<file path="src/rtl/gate_truth_sweep.sv">
// N-input gate (NOR/NAND/OR/AND/XOR/XNOR/INV/BUF) with registered output and an exhaustive truth-table sweep engine.
// Optional self-check against an expected table is enabled by defining GATE_TT_CHECK_EN.
module gate_truth_sweep #(
  parameter int N = 2
) (
  input  logic                  clk,
  input  logic                  rst,
  input  logic                  start,
  input  logic [2:0]            mode,
  input  logic [N-1:0]          a,
  output logic                  f,
  output logic                  busy,
  output logic                  done,
  output logic [N-1:0]          idx,
`ifdef GATE_TT_CHECK_EN
  input  logic [(1<<N)-1:0]     tt_exp,
  output logic [N:0]            err_cnt,
  output logic                  pass,
`endif
  output logic [(1<<N)-1:0]     tt
);

  localparam int TTW = 1 << N;

  if (N < 1 || N > 6) begin : g_bad_n
    $error("gate_truth_sweep: N must be in 1..6");
  end

  typedef enum logic [1:0] {S_IDLE, S_SWEEP, S_DONE} state_t;

  state_t           state_q, state_d;
  logic [2:0]       mode_q, mode_d;
  logic             f_q, f_d;
  logic [N-1:0]     idx_q, idx_d;
  logic [TTW-1:0]   tt_q, tt_d;
  logic             sweep_bit;
  logic             last_code;

  function automatic logic gate_fn(input logic [2:0] m, input logic [N-1:0] v);
    case (m)
      3'd0:    return ~(|v);
      3'd1:    return ~(&v);
      3'd2:    return |v;
      3'd3:    return &v;
      3'd4:    return ^v;
      3'd5:    return ~(^v);
      3'd6:    return ~v[0];
      default: return v[0];
    endcase
  endfunction

  assign sweep_bit = gate_fn(mode_q, idx_q);
  assign last_code = (idx_q == {N{1'b1}});

`ifdef GATE_TT_CHECK_EN
  logic [TTW-1:0] tt_exp_q, tt_exp_d;
  logic [N:0]     err_cnt_q, err_cnt_d;
  logic           pass_q, pass_d;
`endif

  always_comb begin
    state_d = state_q;
    mode_d  = mode_q;
    f_d     = f_q;
    idx_d   = idx_q;
    tt_d    = tt_q;
`ifdef GATE_TT_CHECK_EN
    tt_exp_d  = tt_exp_q;
    err_cnt_d = err_cnt_q;
    pass_d    = pass_q;
`endif
    case (state_q)
      S_IDLE: begin
        f_d = gate_fn(mode, a);
        if (start) begin
          mode_d  = mode;
          tt_d    = '0;
          idx_d   = '0;
          state_d = S_SWEEP;
`ifdef GATE_TT_CHECK_EN
          tt_exp_d  = tt_exp;
          err_cnt_d = '0;
`endif
        end
      end
      S_SWEEP: begin
        tt_d[idx_q] = sweep_bit;
        f_d         = sweep_bit;
`ifdef GATE_TT_CHECK_EN
        err_cnt_d = err_cnt_q + {{N{1'b0}}, (sweep_bit != tt_exp_q[idx_q])};
`endif
        // Terminal code parks idx at 0 rather than wrapping
        if (last_code) begin
          idx_d   = '0;
          state_d = S_DONE;
`ifdef GATE_TT_CHECK_EN
          pass_d = (err_cnt_d == '0);
`endif
        end else begin
          idx_d = idx_q + 1'b1;
        end
      end
      S_DONE: begin
        idx_d   = '0;
        state_d = S_IDLE;
      end
      default: begin
        idx_d   = '0;
        state_d = S_IDLE;
      end
    endcase
  end

  always_ff @(posedge clk) begin
    if (rst) begin
      state_q <= S_IDLE;
      mode_q  <= '0;
      f_q     <= 1'b0;
      idx_q   <= '0;
      tt_q    <= '0;
`ifdef GATE_TT_CHECK_EN
      tt_exp_q  <= '0;
      err_cnt_q <= '0;
      pass_q    <= 1'b0;
`endif
    end else begin
      state_q <= state_d;
      mode_q  <= mode_d;
      f_q     <= f_d;
      idx_q   <= idx_d;
      tt_q    <= tt_d;
`ifdef GATE_TT_CHECK_EN
      tt_exp_q  <= tt_exp_d;
      err_cnt_q <= err_cnt_d;
      pass_q    <= pass_d;
`endif
    end
  end

  assign f    = f_q;
  assign busy = (state_q == S_SWEEP);
  assign done = (state_q == S_DONE);
  assign idx  = idx_q;
  assign tt   = tt_q;
`ifdef GATE_TT_CHECK_EN
  assign err_cnt = err_cnt_q;
  assign pass    = pass_q;
`endif

endmodule
</file>
<file path="config.mk">
export PLATFORM = sky130hd
export DESIGN_NAME = gate_truth_sweep
export DESIGN_NICKNAME = d
export VERILOG_FILES = /design/src/rtl/gate_truth_sweep.sv
export SDC_FILE = /design/constraint.sdc
export NUM_CORES = 1
export LEC_CHECK = 0
export CORE_MARGIN = 2
export CORE_UTILIZATION = 46
export CTS_BUF_LIST = sky130_fd_sc_hd__clkbuf_8 sky130_fd_sc_hd__clkbuf_16
export DETAILED_ROUTE_END_ITERATION = 12
export PLACE_DENSITY = 0.75
export SKIP_LAST_GASP = 1
export SLEW_MARGIN = 20
export SYNTH_ARGS = -nofsm -noshare
export SYNTH_HDL_FRONTEND = slang
export SYNTH_SLANG_ARGS = --single-unit
</file>
<file path="constraint.sdc">
create_clock -name clk -period 2.2 [get_ports clk]
set_input_delay 0.22 -clock clk [delete_from_list [all_inputs] [get_ports clk]]
set_output_delay 0.22 -clock clk [all_outputs]
set_load 0.01 [all_outputs]
</file>
======== Word level (Yosys, flattened, before mapping) ========
Cells that the tools add are included.
storage, ports and cells
  flip-flop bits (word level) ............. 12
  input bits .............................. 8
  output and inout port bits .............. 9
cells by class
  add/subtract/negate cells ............... 1
  magnitude comparators ................... 2
  equal/unequal tests ..................... 17
  mux-type cells .......................... 14
  bitwise gates (word level) .............. 8
  reductions and logical operators ........ 14
operators with widths
  cell                                                                number
  == test 3 bit (second input constant)                               6
  one-hot mux 1 bit (7 select lines)                                  2
  == test 3 x 2 -> 1 bit (second input constant)                      4
  AND reduction 2 bit                                                 5
  two-way mux 2 bit                                                   4
  inverter 1 bit                                                      8
  one-hot mux 2 bit (2 select lines)                                  2
  one-hot mux 4 bit (2 select lines)                                  1
  == test 3 x 1 -> 1 bit (second input constant)                      2
  zero test 3 bit                                                     2
  bitwise mux 4 bit                                                   1
  == test 2 bit (second input constant)                               2
  two-way mux 4 bit                                                   1
  OR reduction 2 bit                                                  2
  XOR reduction 2 bit                                                 2
  < comparator 2 x 3 -> 1 bit (second input constant)                 1
  adder 2 x 1 -> 2 bit (second input constant)                        1
  demux 1 bit (select 2 bit)                                          1
  == test 2 x 1 -> 1 bit (second input constant)                      1
  greater-or-equal comparator 2 x 1 -> 1 bit (second input constant)  1
  zero test 2 bit                                                     1
  != test 2 x 1 -> 1 bit (second input constant)                      1
  != test 2 bit (second input constant)                               1
  one-hot mux 1 bit (2 select lines)                                  1
  other kinds (3)                                                     3

======== Depth between registers and ports, before layout ========
Gate-level depths: netlist (run 1).
  word-level depth ........................ 6
  mapped depth ............................ 7

======== Least setup slack after synthesis (run 1) ========
OpenSTA, ideal clock, no wires.
  path kind ............................... reg2reg
  from .................................... register idx_q[0], in the netlist idx[0]
  to ...................................... register tt_q[0], in the netlist tt[0]
  setup time .............................. 132 ps
  arrival time ............................ 1593 ps
  data required time ...................... 2068 ps
  setup slack ............................. 475 ps
  stages on the path, launching flop included .. 8
  cell sequence ........................... dfxtp_1 -> inv_1 -> ha_1 -> nor2b_1 -> nor3_1 -> and3b_1 -> o211ai_1 -> a21oi_1
between the ends
  longest elaborated chain between the ends .. 6
  elaborated cells between the ends (all ways) .. 15
ends and longest elaborated chain
  item                                                                                                                    RTL line  RTL
  start, declared                                                                                                         34        logic [N-1:0] idx_q, idx_d;
  start signal, assigned                                                                                                  130       idx_q <= idx_d;
  < comparator 2 x 3 -> 1 bit (not written as such) / greater-or-equal comparator 2 x 1 -> 1 bit (equally long branches)  87        tt_d[idx_q] = sweep_bit;
  logical AND 1 bit (not written as such)                                                                                 87
  two-way mux 1 bit (not written as such)                                                                                 87
  demux 1 bit (select 2 bit)                                                                                              87
  bitwise mux 4 bit *                                                                                                     87
  one-hot mux 4 bit (2 select lines) *                                                                                    72        case (state_q)
  end signal, assigned                                                                                                    131       tt_q <= tt_d;
  end, declared                                                                                                           35        logic [TTW-1:0] tt_q, tt_d;
Mark *: on every way between the ends. The rest lies on a longest branch, timed or not.
A chain may end at the register's enable or synchronous reset.

======== Worst setup path after layout (run 1) ========
Same ends and word-level chain as after synthesis.

==> flow_summary.yaml, run 1 <==
route:
  antenna_left: 0
  wl_per_cell_um: 13.0
  vias: 664
  drt_iter0_markers: 21
  routed_wirelength_um: 1550
  drc: 0
  viasPerCell: 5.58
  firstDrtPassIters: 4
die:
  rows: 13
  die-area_sq_um: 1820
  start_util_pct: 50.9
  core_sq_um: 1350
  die_h_um: 42.6
  die_x_um: 42.6
  ios: 17
cts:
  cts.path.max_buffers: 2
  cts-buffers-inserted: 3
  root_buffer: "clkbuf_8"
  ctsResizeCount: 0
  holdBufCountCts: 0
  cts_setup_buffers: 0
  clock_latency_ns: 0.24
  htree_levels: 1
  path_clk_slew_ns: 0.06
  tritoncts: "done"
  clkSinkCount: 12
critical_path:
  critPathLaunchType: "register"
  worstPathMaxFanout: 6
  worstSetupEndpointType: "register"
  critPathKind: "register to register"
  cp.arrival_ns: 1.97
  worstPathRequired_ns: 2.31
timing:
  tightestPinTransition_ns: 0.448
  relSlewSlack_pct: 70.1
  max_freq_mhz: 537
  min_period_ns: 1.86
  slew_violations: 0
  rsz0062_at_grt: "no"
  final_hold_viol_count: 0
  finClkSkew_ns: 0.00410
  fin_setup_tns_ns: 0
  final-setup-viol-count: 0
  period_share_pct: 84.6
final_layout:
  mostFrequentLayoutCells: "16 x clkdlybuf4s50_1, 12 x dfxtp_1, 10 x nand2_1, 10 x a21oi_1"
  diodes: 0
  fin_nets: 119
  seqCellArea_sq_um: 240
  final_common_cell: "clkdlybuf4s50_1"
  drive_gt1_share_pct: 7.69
  multiInputGateArea_sq_um: 420
  area_growth_pct: 33.5
  nFillCells: 116
place:
  place.gp.congestion: 0.791
  buffer_ports.inserted: 16
  dp_hpwl_um: 1140
power:
  ir_drop_v: 0.000544
  p_per_area_nw_per_um2: 652
  p_leak_nw: 0.346
  p_total_mw: 0.598
status:
  status: "complete, no violations"
global_routing:
  overflow: 0
  grt_pass1_vias: 641
  grt_usage_pct: 19.8
  grt_start_max_net_pins: 13
  grt_pass1_wl_um: 2750
  antenna_found_initial: 0
synth:
  netlist_area_sq_um: 687
  async_flop_share_pct: 0
  ys_ff_latch: 12
  ys.warnings.count: 0
  synth-edff-count: 0
  syn_avg_cell_area_sq_um: 8.08
  syn-instance-count: 85
  ys_types: 23
  ys.flop_type: "dfxtp_1"
  synth.net_count: 99
  synth_seq_area_share_pct: 35.0
min_path:
  worstHoldPathType: "register to register"
run:
  max_cap_violations: 0
flip-flops by register name, summed over array words and instances (netlist names):
name / cells
f: 1
idx: 2
mode_q: 3
tt: 4
state_q: 2
final timing paths:
check	from	end	slack, ns	cells after the start
worst min-delay path	tt[0]	tt[0]	0.46	2
worst max register to register	idx[0]	tt[0]	0.34	7
worst max-delay path	idx[0]	tt[0]	0.34	7
worst min register to register	tt[0]	tt[0]	0.46	2
power by group:
group          internal (mW)  leakage (nW)  switching (mW)  total, mW
logic                 0.0568         0.219          0.0562      0.113
clock network          0.158        0.0288          0.0846      0.243
registers              0.229        0.0980          0.0132      0.242
logic make-up after synthesis:
| family | Yosys count | share of synthesized area, % |
|---|---|---|
| buffers and inverters | 6 | 3.82 |
| XOR/XNOR | 1 | 1.28 |
| flip-flops | 12 | 35.0 |
| AO/OA/AOI/OAI | 21 | 17.3 |
| AND/OR/NAND/NOR | 39 | 31.7 |
| adder cells (fa/ha/maj) | 6 | 10.9 |
worst max-delay path, cell delays in order, from the launching register on:
cell and delay [ns]:
dfxtp_1 0.48, inv_1 0.13, ha_1 0.33, nor2b_1 0.15, nor3_1 0.12, and3b_1 0.24
o211ai_1 0.19, a21oi_1 0.08
synthesized netlist by cell type, types with 2 or more instances:
master / number / area, sq um
ha_1: 6 / 75.1
nor2_1: 4 / 15.0
o211ai_1: 5 / 37.5
nand2_1: 10 / 37.5
dfxtp_1: 12 / 240
nor3_1: 7 / 35.0
o21ai_1: 3 / 15.0
a21oi_1: 10 / 50.1
inv_1: 4 / 15.0
o21ai_0: 2 / 10.0
nor2b_1: 4 / 25.0
nand3_1: 7 / 35.0
final cells by class:
class                      instances  share of cell area [%]
inverter                           4                    1.64
timing repair buffer              17                    18.3
multi-input combinational         67                    45.8
clock buffer                       4                    6.00
sequential                        12                    26.2
tap                               15                    2.05
through the flow:
| stage | util, % | std cells | hold slack (ns) | setup WS [ns] | instance area, sq um |
|---|---|---|---|---|---|
| 2_1_floorplan | - | 85 | 0.297 | 0.475 | 687 |
| 3_3_place_gp | 63.9 | 115 | 0.453 | 0.447 | 862 |
| 3_5_place_dp | 63.9 | 115 | 0.456 | 0.421 | 862 |
| 4_1_cts | 67.9 | 119 | 0.466 | 0.357 | 917 |
| 5_1_grt | 67.9 | 119 | 0.495 | 0.213 | 917 |
| 6_report | 67.9 | 119 | 0.463 | 0.338 | 917 |
layer usage:
layer | vias up | routed length, um | global-route usage (%)
met4 | 0 | 0 | 8.13
met2 | 22 | 746 | 30.6
li1 | 334 | - | -
met5 | - | 0 | 0
met1 | 308 | 718 | 24.2
met3 | 0 | 81 | 7.76
No activity file was read; power rests on OpenSTA's default activity.
==> inputs of run 2 (changes only) <==
Clock period 2.2 ns to 1.8 ns, I/O delays scaled along.
==> flow_summary.yaml, run 2 (synthesis gave the netlist of run 1 again) <==
timing:
  final_hold_viol_count: 0
  period_share_pct: 91.9
  relSlewSlack_pct: 69.8
  max_freq_mhz: 605
  final-setup-viol-count: 0
  hold_ws_ns: 0.463
  tightestPinTransition_ns: 0.452
  rsz0062_at_grt: "no"
  min_period_ns: 1.65
  slew_violations: 0
  finClkSkew_ns: 0.00312
  fin_setup_tns_ns: 0
die:
  rows: 13
  die_x_um: 42.6
  die_h_um: 42.6
  ios: 17
  core_sq_um: 1350
  die-area_sq_um: 1820
  start_util_pct: 50.9
route:
  drc: 0
  viasPerCell: 5.56
  drt_iter0_markers: 10
  wl_per_cell_um: 12.2
  firstDrtPassIters: 4
  vias: 667
  routed_wirelength_um: 1460
  antenna_left: 0
power:
  ir_drop_v: 0.000406
  p_total_mw: 0.732
  p_leak_nw: 0.352
  seqPwrFrac_pct: 39.8
  p_int_mw: 0.544
  p_per_area_nw_per_um2: 791
  p_sw_share_pct: 25.7
  power_frac_comb_pct: 19.5
  pwr-share-clk_pct: 40.7
  p_sw_mw: 0.188
critical_path:
  cpPeakStageDelay_ns: 0.57
  worstPathRequired_ns: 1.62
  worstSetupEndpointType: "primary output"
  worstPathMaxFanout: 7
  critPathLaunchType: "register"
  path_cells: "nor2b_1 -> clkdlybuf4s50_1"
  cp_top_family: "buffers and inverters"
  slowest_stage: "clkdlybuf4s50_1"
  cp.arrival_ns: 1.47
  critPathKind: "register to primary output"
  worst-path-buf-inv: 1
global_routing:
  overflow: 0
  grt_pass1_vias: 580
  grt_start_max_net_pins: 13
  grt_usage_pct: 17.8
  grt_pass1_wl_um: 2500
  antenna_found_initial: 0
final_layout:
  area_growth_pct: 34.8
  fin_nets: 120
  mostFrequentLayoutCells: "16 x clkdlybuf4s50_1, 11 x dfxtp_1, 10 x nand2_1, 10 x a21oi_1"
  final_cells: 120
  drive_gt1_share_pct: 9.52
  nFillCells: 124
  largest_reg_flops: 4
  final_common_cell: "clkdlybuf4s50_1"
  diodes: 0
place:
  place.gp.congestion: 0.801
  dp_hpwl_um: 1110
  buffer_ports.inserted: 16
  place_inst: 116
cts:
  path_clk_slew_ns: 0.05
  tritoncts: "done"
  holdBufCountCts: 0
  clock_latency_ns: 0.24
  cts.path.max_buffers: 2
  root_buffer: "clkbuf_8"
  htree_levels: 1
  clkSinkCount: 12
  cts-buffers-inserted: 3
run:
  max_cap_violations: 0
status:
  status: "complete, no violations"
min_path:
  worstHoldPathType: "register to register"
[run 2: cell type report]
class | instances | area, sq um | area share, %
Sequential cell | 12 | 241 | 26.1
Tap cell | 15 | 18.8 | 2.03
Multi-Input combinational cell | 67 | 420 | 45.4
Timing Repair Buffer | 18 | 175 | 18.9
Clock buffer | 4 | 55.1 | 5.95
Inverter | 4 | 15.0 | 1.62
[run 2: worst register-to-register path, cell delays in order (launching register included)]
cell and delay, ns:
dfxtp_2 0.35, inv_1 0.08, ha_1 0.28, nor2b_1 0.14, nor3_1 0.12, and3b_1 0.25, o211ai_1 0.19, a21oi_1 0.09
[run 2: stage by stage]
step | util [%] | cell area [sq um] | setup slack, ns
global placement | 64.4 | 870 | 0.127
CTS | 68.5 | 925 | 0.124
finish | 68.6 | 926 | 0.146
global route | 68.6 | 926 | 0.0508
detailed placement | 64.4 | 870 | 0.101
floorplan | - | 687 | 0.0745
[run 2: routing by layer]
metal | GRT usage, % | part of all wire [%] | vias up
li1 | - | - | 340
met1 | 23.4 | 47 | 299
met2 | 27.6 | 46 | 26
met3 | 4.31 | 5.7 | 2
met4 | 7.50 | 0.82 | 0
met5 | 0 | 0 | -
[run 2: power by group through the flow]
stage               registers [mW]  logic (mW)  clock network [mW]
floorplan                    0.301      0.0794                   0
global placement             0.297       0.139                   0
detailed placement           0.297       0.142                   0
CTS                          0.291       0.143               0.309
global route                 0.294       0.156               0.317
finish                       0.292       0.143               0.298
[run 2: worst paths after layout]
| path | start | endpoint | slack [ns] | cells after the start |
|---|---|---|---|---|
| min | tt[1] | tt[1] | 0.46 | 2 |
| max reg2reg | idx[1] | tt[0] | 0.17 | 7 |
| min reg2reg | tt[1] | tt[1] | 0.46 | 2 |
| max | state_q[0] | busy | 0.15 | 2 |
[run 2: timing repair]
action / 4_1_cts / 5_1_grt
endpoints found under the setup margin: 0 / 5
buffers inserted: 0 / 0
hold endpoints to repair: 0 / 0
resized for setup: 0 / 1
